**config.mk**
```make
export PLATFORM = sky130hd
export DESIGN_NAME = pipe_stage_reg
export DESIGN_NICKNAME = d
export VERILOG_FILES = /design/src/rtl/pipeline_pkg.sv /design/src/rtl/stage_stall_counter.sv /design/src/rtl/pipe_stage_reg.sv
export SDC_FILE = /design/constraint.sdc
export NUM_CORES = 1
export LEC_CHECK = 0
export BUFFER_PORTS_ARGS = -buffer_cell sky130_fd_sc_hd__buf_2
export CAP_MARGIN = 5
export CORE_UTILIZATION = 40
export CTS_CLUSTER_DIAMETER = 80
export DETAILED_ROUTE_END_ITERATION = 16
export PLACE_DENSITY_LB_ADDON = 0.15
export RECOVER_POWER = 50
export SLEW_MARGIN = 20
export SYNTH_ARGS = -nofsm -noshare
export SYNTH_HDL_FRONTEND = slang
export SYNTH_SLANG_ARGS = --single-unit
```
**constraint.sdc**
```tcl
create_clock -name clock -period 3.4 [get_ports clock]
set_clock_uncertainty 0.15 [all_clocks]
set_input_delay 0.68 -clock clock [delete_from_list [all_inputs] [get_ports clock]]
set_output_delay 0.68 -clock clock [all_outputs]
set_load 0.05 [all_outputs]
```
**src/rtl/pipeline_pkg.sv**
```systemverilog
// pipeline_pkg: shared stage state encoding, default payload widths and per-stage payload structs
package pipeline_pkg;
    typedef enum logic [1:0] {EMPTY, FULL1, FULL2} stage_state_t;
    localparam int PIPE_DATA_W = 64;
    localparam int PIPE_CTRL_W = 16;
    typedef struct packed {
        logic [31:0] pc;
        logic [31:0] instr;
    } if_id_data_t;
    typedef struct packed {
        logic [31:0] pc;
        logic [31:0] imm;
    } id_ex_data_t;
    typedef struct packed {
        logic [31:0] alu_out;
        logic [31:0] store_val;
    } ex_mem_data_t;
    typedef struct packed {
        logic [31:0] result;
        logic [31:0] pc;
    } mem_wb_data_t;
    typedef struct packed {
        logic       we;
        logic [1:0] wb_sel;
        logic       mem_rd;
        logic       mem_wr;
        logic [3:0] alu_ctrl;
        logic [4:0] rd;
        logic [1:0] rsvd;
    } stage_ctrl_t;
endpackage

```
**src/rtl/stage_stall_counter.sv**
```systemverilog
// stage_stall_counter: saturating event counter with synchronous clear
module stage_stall_counter #(
    parameter int CNT_WIDTH = 16
) (
    input  logic                 clock,
    input  logic                 reset_n,
    input  logic                 clear,
    input  logic                 inc,
    output logic [CNT_WIDTH-1:0] count
);
    always_ff @(posedge clock or negedge reset_n)
        if (!reset_n)
            count <= '0;
        else if (clear)
            count <= '0;
        else if (inc && count != '1)
            count <= count + CNT_WIDTH'(1);
endmodule

```
**src/rtl/pipe_stage_reg.sv**
```systemverilog
// pipe_stage_reg: parametrised valid/ready pipeline register with flush, optional skid slot and stall counter
module pipe_stage_reg
    import pipeline_pkg::*;
#(
    parameter int DATA_WIDTH = PIPE_DATA_W,
    parameter int CTRL_WIDTH = PIPE_CTRL_W,
    parameter int SKID       = 1,
    parameter int RESET_DATA = 1,
    parameter int CNT_WIDTH  = 16
) (
    input  logic                  clock,
    input  logic                  reset_n,
    input  logic                  flush,
    input  logic                  in_valid,
    output logic                  in_ready,
    input  logic [DATA_WIDTH-1:0] in_data,
    input  logic [CTRL_WIDTH-1:0] in_ctrl,
    output logic                  out_valid,
    input  logic                  out_ready,
    output logic [DATA_WIDTH-1:0] out_data,
    output logic [CTRL_WIDTH-1:0] out_ctrl,
    input  logic                  clear_stats,
    output logic [CNT_WIDTH-1:0]  stall_cycles
);
    logic                  rdy_en;
    logic                  in_xfer, out_xfer;
    logic                  ld_in_main, ld_in_skid, ld_skid_main;
    logic [DATA_WIDTH-1:0] main_data, skid_data;
    logic [CTRL_WIDTH-1:0] main_ctrl, skid_ctrl;

    // keeps in_ready low while reset is held and until the first edge after release
    always_ff @(posedge clock or negedge reset_n)
        if (!reset_n)
            rdy_en <= 1'b0;
        else
            rdy_en <= 1'b1;

    assign in_xfer  = in_valid && in_ready;
    assign out_xfer = out_valid && out_ready;

    generate
        if (SKID != 0) begin : g_skid
            stage_state_t state;
            assign in_ready     = rdy_en && !flush && (state != FULL2);
            assign out_valid    = state != EMPTY;
            assign ld_in_main   = in_xfer && (state == EMPTY || out_xfer);
            assign ld_in_skid   = in_xfer && state == FULL1 && !out_xfer;
            assign ld_skid_main = !flush && state == FULL2 && out_xfer;
            always_ff @(posedge clock or negedge reset_n)
                if (!reset_n)
                    state <= EMPTY;
                else if (flush)
                    state <= EMPTY;
                else
                    case (state)
                        EMPTY:   state <= in_xfer ? FULL1 : EMPTY;
                        FULL1:   state <= (in_xfer == out_xfer) ? FULL1 : (in_xfer ? FULL2 : EMPTY);
                        FULL2:   state <= out_xfer ? FULL1 : FULL2;
                        default: state <= EMPTY;
                    endcase
        end else begin : g_noskid
            logic valid_q;
            assign in_ready     = rdy_en && !flush && (!valid_q || out_ready);
            assign out_valid    = valid_q;
            assign ld_in_main   = in_xfer;
            assign ld_in_skid   = 1'b0;
            assign ld_skid_main = 1'b0;
            always_ff @(posedge clock or negedge reset_n)
                if (!reset_n)
                    valid_q <= 1'b0;
                else if (flush)
                    valid_q <= 1'b0;
                else if (in_xfer)
                    valid_q <= 1'b1;
                else if (out_xfer)
                    valid_q <= 1'b0;
        end
    endgenerate

    always_ff @(posedge clock or negedge reset_n)
        if (!reset_n) begin
            main_ctrl <= '0;
            skid_ctrl <= '0;
        end else if (flush) begin
            main_ctrl <= '0;
            skid_ctrl <= '0;
        end else begin
            if (ld_in_main)
                main_ctrl <= in_ctrl;
            else if (ld_skid_main)
                main_ctrl <= skid_ctrl;
            if (ld_in_skid)
                skid_ctrl <= in_ctrl;
        end

    // payload is left untouched by flush; only valid/control mark it dead
    always_ff @(posedge clock or negedge reset_n)
        if (!reset_n) begin
            if (RESET_DATA != 0) begin
                main_data <= '0;
                skid_data <= '0;
            end
        end else begin
            if (ld_in_main)
                main_data <= in_data;
            else if (ld_skid_main)
                main_data <= skid_data;
            if (ld_in_skid)
                skid_data <= in_data;
        end

    assign out_data = main_data;
    assign out_ctrl = out_valid ? main_ctrl : '0;

    stage_stall_counter #(.CNT_WIDTH(CNT_WIDTH)) u_stall (
        .clock   (clock),
        .reset_n (reset_n),
        .clear   (clear_stats),
        .inc     (out_valid && !out_ready && !flush),
        .count   (stall_cycles)
    );

    a_in_stable: assert property (@(posedge clock) disable iff (!reset_n)
        in_valid && !in_ready |=> !in_valid || ($stable(in_data) && $stable(in_ctrl)));
    a_ctrl_zero: assert property (@(posedge clock) disable iff (!reset_n)
        !out_valid |-> out_ctrl == '0);
endmodule

```
* Word level (Yosys, flattened, before mapping) *
Index checks and enable logic that the tools add are counted.

operators by class
  $mul = 0
  equality and inequality tests = 5
  reductions and logical operators = 22
  order comparisons = 0
  mux-type cells = 16
  bitwise gates (word level) = 0
  shifts and indexed selects = 0
  divide/modulo/power cells = 0
  $add $sub $neg = 1

operator list
  operator               number
  $mux 16                8
  $mux 64                2
  $add 16x1->16 const B  1
  $ne 16x16->1 const B   1
  $logic_and 1x1->1      12
  $mux 2                 4
  $reduce_bool 2->1      4
  $pmux 2 s3             1
  $logic_not 1->1        3
  $reduce_bool 3->1      1
  $eq 2x1->1 const B     1
  $eq 2x2->1 const B     1
  $logic_not 2->1        1
  $ne 2x2->1 const B     1
  $eq 1x1->1             1
  $logic_or 1x1->1       1
  $mux 1                 1

word-level totals
  register bits = 179
  bits in latches = 0
  ROM bits = 0
  RAM bits = 0
  memories kept = 0
  logic and storage cells = 51

* Longest topological paths before layout *
Gate-level depths: netlist of run 1.

  depth after elaboration = 8
  mapped depth = 8
  depth with buffers taken out = 6

* Hierarchy *
Synthesis of run 1 repeated with hierarchy kept, for this count alone.

second synthesis, totals
  cells, all modules = 760
  area total of the unflattened synthesis = 8664.6 um^2

modules (own cells, without submodules)
  module               area each (um^2)  seq. area each (um^2)  times used  cells an instance
  pipe_stage_reg       7722.4            4078.9                 1           662
  stage_stall_counter  942.2             400.4                  1           98

* Least setup slack after synthesis of run 1 *
No wires, ideal clock.

  path kind = input-to-output
  start = input port flush
  end = output port in_ready
  buffers on the path = 0
  stages on the path = 2
  data required time = 2.570 ns
  arrival time = 1.543 ns
  slack = 1.027 ns
  path through = nand2b_1 -> nor2_1

on the way
  word-level cells in the longest chain between the ends = 3

ends and longest elaborated chain
  what                            line                  RTL
  start: declaration              pipe_stage_reg.sv:13  input logic flush,
  $logic_not 1->1                 pipe_stage_reg.sv:44  assign in_ready = rdy_en && !flush && (state != FULL2);
  $logic_and 1x1->1 (2 in a row)  pipe_stage_reg.sv:44
  end: declaration                pipe_stage_reg.sv:15  output logic in_ready,

No other way between the ends.

* Worst setup path in the final report of run 1 *
  start = register g_skid.state[1]
  end = output port out_valid

on the way
  word-level cells in the longest chain between the ends = 1

ends and longest elaborated chain
  what                      line                  RTL
  start: declaration        pipe_stage_reg.sv:43  stage_state_t state;
  start signal: assignment  pipe_stage_reg.sv:56  EMPTY: state <= in_xfer ? FULL1 : EMPTY;
  start signal: assignment  pipe_stage_reg.sv:57  FULL1: state <= (in_xfer == out_xfer) ? FULL1 : (in_xfer ? FULL2 : EMPTY);
  start signal: assignment  pipe_stage_reg.sv:58  FULL2: state <= out_xfer ? FULL1 : FULL2;
  $reduce_bool 2->1         pipe_stage_reg.sv:45  assign out_valid = state != EMPTY;
  end: declaration          pipe_stage_reg.sv:18  output logic out_valid,

No other way between the ends.

==> metrics.txt, run 1 <==
outcome=finished, violations left; failing checks=capacitance limit, slew limit; Routed WL=around 18 mm; P per Cell Area=578 nW/µm²; Rows=50; fmax=roughly 340 MHz; synth top area cells=dfrtp_1, mux2_2, nand2_1; initial antenna violation count=2; largest net degree at the start of global routing=97; vias in the first global route=approximately 6000; startpoint types=flip-flop; CTS tree=done; Mapped Cells=~730; gpl congestion=0.780; first-pass GRT wire length=a little over 30 mm; Max Transition Viols Final=72; DRC=0; reg2reg start=g_skid.state[1]; flop-to-flop setup slack=1.05 ns; Yosys top cell area share=57.0%; most numerous cell in the Yosys netlist=dfrtp_1; LEAKAGE=around 4.6 nW; Reg area=4480 µm²; Required @ worst endpoint=about 2.6 ns; setup repair bufs after CTS=0; # nets final=985; clk slew on worst S/H paths=0.07 ns; Setup crit end kind=output pin; max_cap viols=1; drt first pass iters=4; Die ar.=20200 µm²; part of the Yosys area used for sequential elements=57.0%; RSZ-0062 raised after global routing=no; antenna viol nets, final=0; Mapped Area=7860 µm²; hold-fix buffer count after cts=0; Crit path arrival time=about 2.1 ns; vias per inst=~5.0; H-tree levels=4; CTS sink count=179; top_reg_cell synth=dfrtp_1; Worst Slack Setup Final=~0.47 ns; IO Pins=184; area leader, netlist=dfrtp_1; CP Class=reg2out; total track usage=19.3%; register bit count reported by yosys=179; Cells after DPL=1138; syn nets=~820; HPWL after DPL=~12 mm; DRT iter0 DRCs=about 300; setup_tns=0 ns; Layout area overhead=21.7%; synth unique cells=41; r2r worst-path depth=6; hold path startpoint=out_data[40]; CTS root buf=clkbuf_16; Clock Latency Late Sink=0.42 ns; Die W=roughly 140 µm; WHS=0.318 ns; Hold Path Stages=2; core footprint=approximately 19000 µm²; DR WL/cell=15.6 µm; Final Cycle Share=86.3%; layout cells sized above 1=a little over a quarter; port bufs=183; post-route insts no fill=1171; post-route cell area=9570 µm²; post-cts sizing count=0; Longest Clk Path Bufs=2; number of fill cells=1845; DR vias=5852; area of the multi-input gates=3170 µm²; grt ovf=0; Die Ht=142 µm; hold path endpoint=out_data[40]; # setup viols final=0; Mapped Avg Cell Area=roughly 11 µm²; FF-to-FF End=g_skid.state[0]; Ys Warns=0; Crit Path Max Fanout=17; pre-CTS setup slack=0.832 ns; final hold vios=0; Area after DPL=slightly above 9000 µm²; Commonest cells post-synth=dfrtp_1, nand2_1, a22oi_1, mux2_2, o21ai_0; Least-Margin Pin Slew=1.77 ns; Post-synth EDFFs=0; min Tclk post-route=2.93 ns; VDD IR max=0.000347 V; Initial Util=approximately 41%; Slew headroom=-18.3%; hold crit path type=reg2reg; cts bufs inserted=17; async set-reset flop share out of synthesis=100%
==> layout by cell type, fill, tap and decap left out, types with 2 or more instances in the layout <==
| master | count |
|---|---|
| clkinvlp_4 | 2 |
| nand3b_1 | 2 |
| dfrtp_1 | 179 |
| inv_6 | 5 |
| nand3_1 | 8 |
| or2_2 | 3 |
| buf_12 | 4 |
| buf_4 | 4 |
| buf_2 | 135 |
| nor4_1 | 7 |
| a211oi_1 | 4 |
| a21oi_1 | 22 |
| clkinv_2 | 2 |
| o21ai_0 | 34 |
| o31ai_1 | 4 |
| inv_1 | 7 |
| nor4_4 | 2 |
| ha_1 | 2 |
| nand4_1 | 4 |
| clkbuf_2 | 4 |
| or4_1 | 3 |
| clkbuf_1 | 47 |
| clkbuf_16 | 17 |
| and3_1 | 3 |
| a22oi_1 | 64 |
| mux2_1 | 18 |
| nor3b_1 | 17 |
| nor2_1 | 18 |
| mux2_2 | 57 |
| nand2_1 | 164 |
| clkinv_4 | 2 |
| nand2b_1 | 22 |
| nor2b_1 | 28 |
==> power by group <==
group / switching (W) / leakage (nW) / internal (W)
Clock: 0.000882 / 0.283 / 0.00105
Combinational: 0.000809 / 1.99 / 0.000265
Sequential: 0.000136 / 2.37 / 0.00239
Total: 0.00183 / 4.64 / 0.00370
==> worst max-delay path: stages (launching register included) <==
cell and delay [ns]:
dfrtp_1 0.48, nor2_1 0.81, inv_1 0.13, buf_2 0.26
==> kinds of logic after synthesis <==
| group | after synthesis | share of synthesized area [%] |
|---|---|---|
| compound gates | 134 | 11.2 |
| fa+ha+maj | 2 | 0.318 |
| buf+inv | 56 | 3.17 |
| flops | 179 | 57.0 |
| mux | 76 | 10.9 |
| other cells | 1 | 0.0477 |
| simple gates | 285 | 17.4 |
==> metal layers <==
metal,track usage [%],wire [µm],vias to the layer above,share of wire [%]
met5,0,15,-,0.082
met4,4.64,150,2,0.82
met1,26.0,8590,2826,47
met2,30.1,8250,141,45
li1,-,-,2869,-
met3,6.09,1220,14,6.7
==> state kept, by name, summed over array words and instances (netlist names) <==
| register | flops |
|---|---|
| main_ctrl | 16 |
| skid_ctrl | 16 |
| g_skid.state | 2 |
| u_stall.count | 16 |
| out_data | 64 |
| rdy_en | 1 |
| skid_data | 64 |
==> through the flow <==
step                      util [%]  power (W)
after detailed placement      48.0    0.00368
after global placement        48.0    0.00366
after global routing          50.4    0.00579
after CTS                     51.0    0.00565
final                         50.5    0.00553
after floorplan                  -    0.00332
==> final cells by class <==
class,instances,area share (%)
diodes,1,0.0262
clock buffers,18,4.59
well taps,260,3.40
flip-flops and latches,179,46.8
clock inverters,14,1.50
repair buffers,194,10.3
inverters,7,0.275
multi-input cells,498,33.1
==> how the worst max path moves through the flow <==
stage	from	end	slack (ns)	depth (start not counted)
finish	g_skid.state[1]	out_valid	0.47	3
global route	reset_n	out_data[31]	0.20	2
detailed placement	g_skid.state[0]	out_valid	0.83	3
floorplan	flush	in_ready	1.03	2
CTS	g_skid.state[0]	out_valid	0.37	3
global placement	out_ready	skid_data[19]	0.85	5
Power figures use the tool's default switching activity.
==> inputs of run 2 (changes only) <==
--- a/config.mk
+++ b/config.mk
@@ -5,9 +5,10 @@
 export SDC_FILE = /design/constraint.sdc
 export NUM_CORES = 1
 export LEC_CHECK = 0
+export ABC_AREA = 1
 export BUFFER_PORTS_ARGS = -buffer_cell sky130_fd_sc_hd__buf_2
 export CAP_MARGIN = 5
-export CORE_UTILIZATION = 40
+export CORE_UTILIZATION = 45
 export CTS_CLUSTER_DIAMETER = 80
 export DETAILED_ROUTE_END_ITERATION = 16
 export PLACE_DENSITY_LB_ADDON = 0.15
==> run 2 against run 1 <==
The run still ends with capacitance limit, slew limit left. Via count up 15%. Sequential power barely moved. Combinational power is essentially flat. Sequential share of layout area shrank 0.95 points. Power grew 0.87%. Worst setup slack got worse by 0.076 ns. Worst hold slack better by 0.011 ns. Core utilization grew 4.1 points. Final cell count increased by 15%. Global-route usage up 1.5 points.
==> metrics.txt, run 2 <==
syn nets=1038; H-tree levels=4; # setup viols final=0; port bufs=between 150 and 200; synth top area cells=dfrtp_1, nand2_1, o211ai_1; synth unique cells=30; Commonest cells post-synth=nand2_1, dfrtp_1, inv_1, nand3_1, o211ai_1; flop-to-flop setup slack=0.99 ns; most numerous cell in the Yosys netlist=nand2_1; core footprint=between 15000 and 20000 µm²; Area after DPL=approximately 9200 µm²; initial antenna violation count=0; Routed WL=18.6 mm; DRT iter0 DRCs=337; async set-reset flop share out of synthesis=100%; # nets final=~1200; Die Ht=137 µm; setup_tns=0 ns; Mapped Avg Cell Area=8.65 µm²; setup repair bufs after CTS=0; Setup crit end kind=flip-flop; fmax=332 MHz; grt ovf=0; CTS tree=done; Hold Path Stages=2; Initial Util=45.9%; # diodes=0; total power=0.00558 W; VDD IR max=0.000342 V; layout cells sized above 1=19.3%; register bit count reported by yosys=about 180; min Tclk post-route=3.01 ns; commonest non-fill, non-tap cell in the layout=nand2_1; vias per inst=4.98; hold-fix buffer count after cts=0; Layout area overhead=18.8%; Clock Latency Late Sink=0.42 ns; hold crit path type=reg2reg; outcome=finished, violations left; FF-to-FF End=skid_data[9]; hold path startpoint=skid_data[46]; Post-synth EDFFs=0; part of the Yosys area used for sequential elements=54.5%; Crit path arrival time=3.19 ns; Final Cycle Share=88.5%; Mapped Cells=950; Mapped Area=~8200 µm²; Slew headroom=-27.5%; antenna viol nets, final=0; clk slew on worst S/H paths=0.07 ns; reg2reg start=g_skid.state[0]; r2r worst-path depth=8; Die ar.=18800 µm²; most frequent cells in the layout=nand2_1, dfrtp_1, buf_2; RSZ-0062 raised after global routing=no; Die W=around 140 µm; gpl congestion=0.850; Yosys top cell area share=54.5%; Required @ worst endpoint=3.58 ns; LEAKAGE=4.90 nW; startpoint types=input port; failing checks=capacitance limit, slew limit; total track usage=about a fifth; Longest Clk Path Bufs=2; P per Cell Area=571 nW/µm²; Rows=49; CTS sink count=around 180; top_reg_cell synth=dfrtp_1; CP Class=in2reg; post-route cell area=between 9000 and 10000 µm²; post-cts sizing count=0; Crit Path Max Fanout=98; max_cap viols=1; area leader, netlist=dfrtp_1; largest net degree at the start of global routing=99; hold path endpoint=skid_data[46]; Util after Layout=54.5%; Ys Warns=0; DRC=0; first-pass GRT wire length=~30 mm; DR WL/cell=about 14 µm; IO Pins=about 180; DR vias=6730; cts bufs inserted=17; vias in the first global route=6058; Least-Margin Pin Slew=1.91 ns; CTS root buf=clkbuf_16; drt first pass iters=5; Max Transition Viols Final=74; final hold vios=0; HPWL after DPL=12.3 mm
==> run 2: routing by layer <==
layer | vias to the layer above | global-route usage (%) | share of wire (%)
li1 | 3396 | - | -
met5 | - | 0 | 0
met2 | 169 | 32.3 | 47
met3 | 15 | 5.56 | 5.7
met1 | 3150 | 28.5 | 47
met4 | 0 | 5.80 | 0.92
==> run 2: layout make-up <==
cell class / instances / area, µm²
clock buffers: 22 / 474
flip-flops and latches: 179 / 4480
fillers: 1741 / 8140
multi-input cells: 594 / 2960
inverters: 124 / 467
clock inverters: 9 / 129
repair buffers: 194 / 972
well taps: 229 / 287
==> run 2: logic make-up after synthesis <==
logic type,share of synthesized area (%)
AO/OA/AOI/OAI,13.1
XOR/XNOR,0.426
adder cells (fa/ha/maj),0.305
buffers and inverters,9.62
flip-flops,54.5
other,0.0456
AND/OR/NAND/NOR,22.0
==> run 2: through the flow <==
| step | std cells | hold WS [ns] | setup WS [ns] |
|---|---|---|---|
| 2_1_floorplan | 950 | 0.234 | 0.568 |
| 3_3_place_gp | 1320 | 0.313 | 0.852 |
| 3_5_place_dp | 1320 | 0.317 | 0.757 |
| 4_1_cts | 1351 | 0.142 | 0.641 |
| 5_1_grt | 1351 | 0.345 | 0.220 |
| 6_report | 1351 | 0.329 | 0.389 |
==> run 2: worst max-delay path by stage <==
stage	from	endpoint	slack, ns	depth (start not counted)
2_1_floorplan	g_skid.state[0]	out_ctrl[10]	0.57	5
3_3_place_gp	flush	skid_ctrl[9]	0.85	10
3_5_place_dp	flush	skid_ctrl[9]	0.76	10
4_1_cts	g_skid.state[0]	out_ctrl[12]	0.64	5
5_1_grt	flush	skid_data[9]	0.22	10
6_report	flush	skid_data[9]	0.39	10
==> run 2: worst max-delay path: stages <==
cell and delay (ns):
buf_2 0.15, clkinvlp_2 0.68, nand2_2 0.29, nor2_4 0.08
nand2_2 0.08, inv_2 0.05, nand3_4 0.06, buf_4 0.74
nand2_1 0.15, o21ai_1 0.15
==> run 2: power by group <==
group / internal (W) / switching, W / total (W) / leakage (nW)
clock: 0.00121 / 0.000796 / 0.00200 / 0.292
combinational: 0.000260 / 0.000809 / 0.00107 / 2.24
sequential: 0.00237 / 0.000137 / 0.00250 / 2.37
total: 0.00384 / 0.00174 / 0.00558 / 4.90
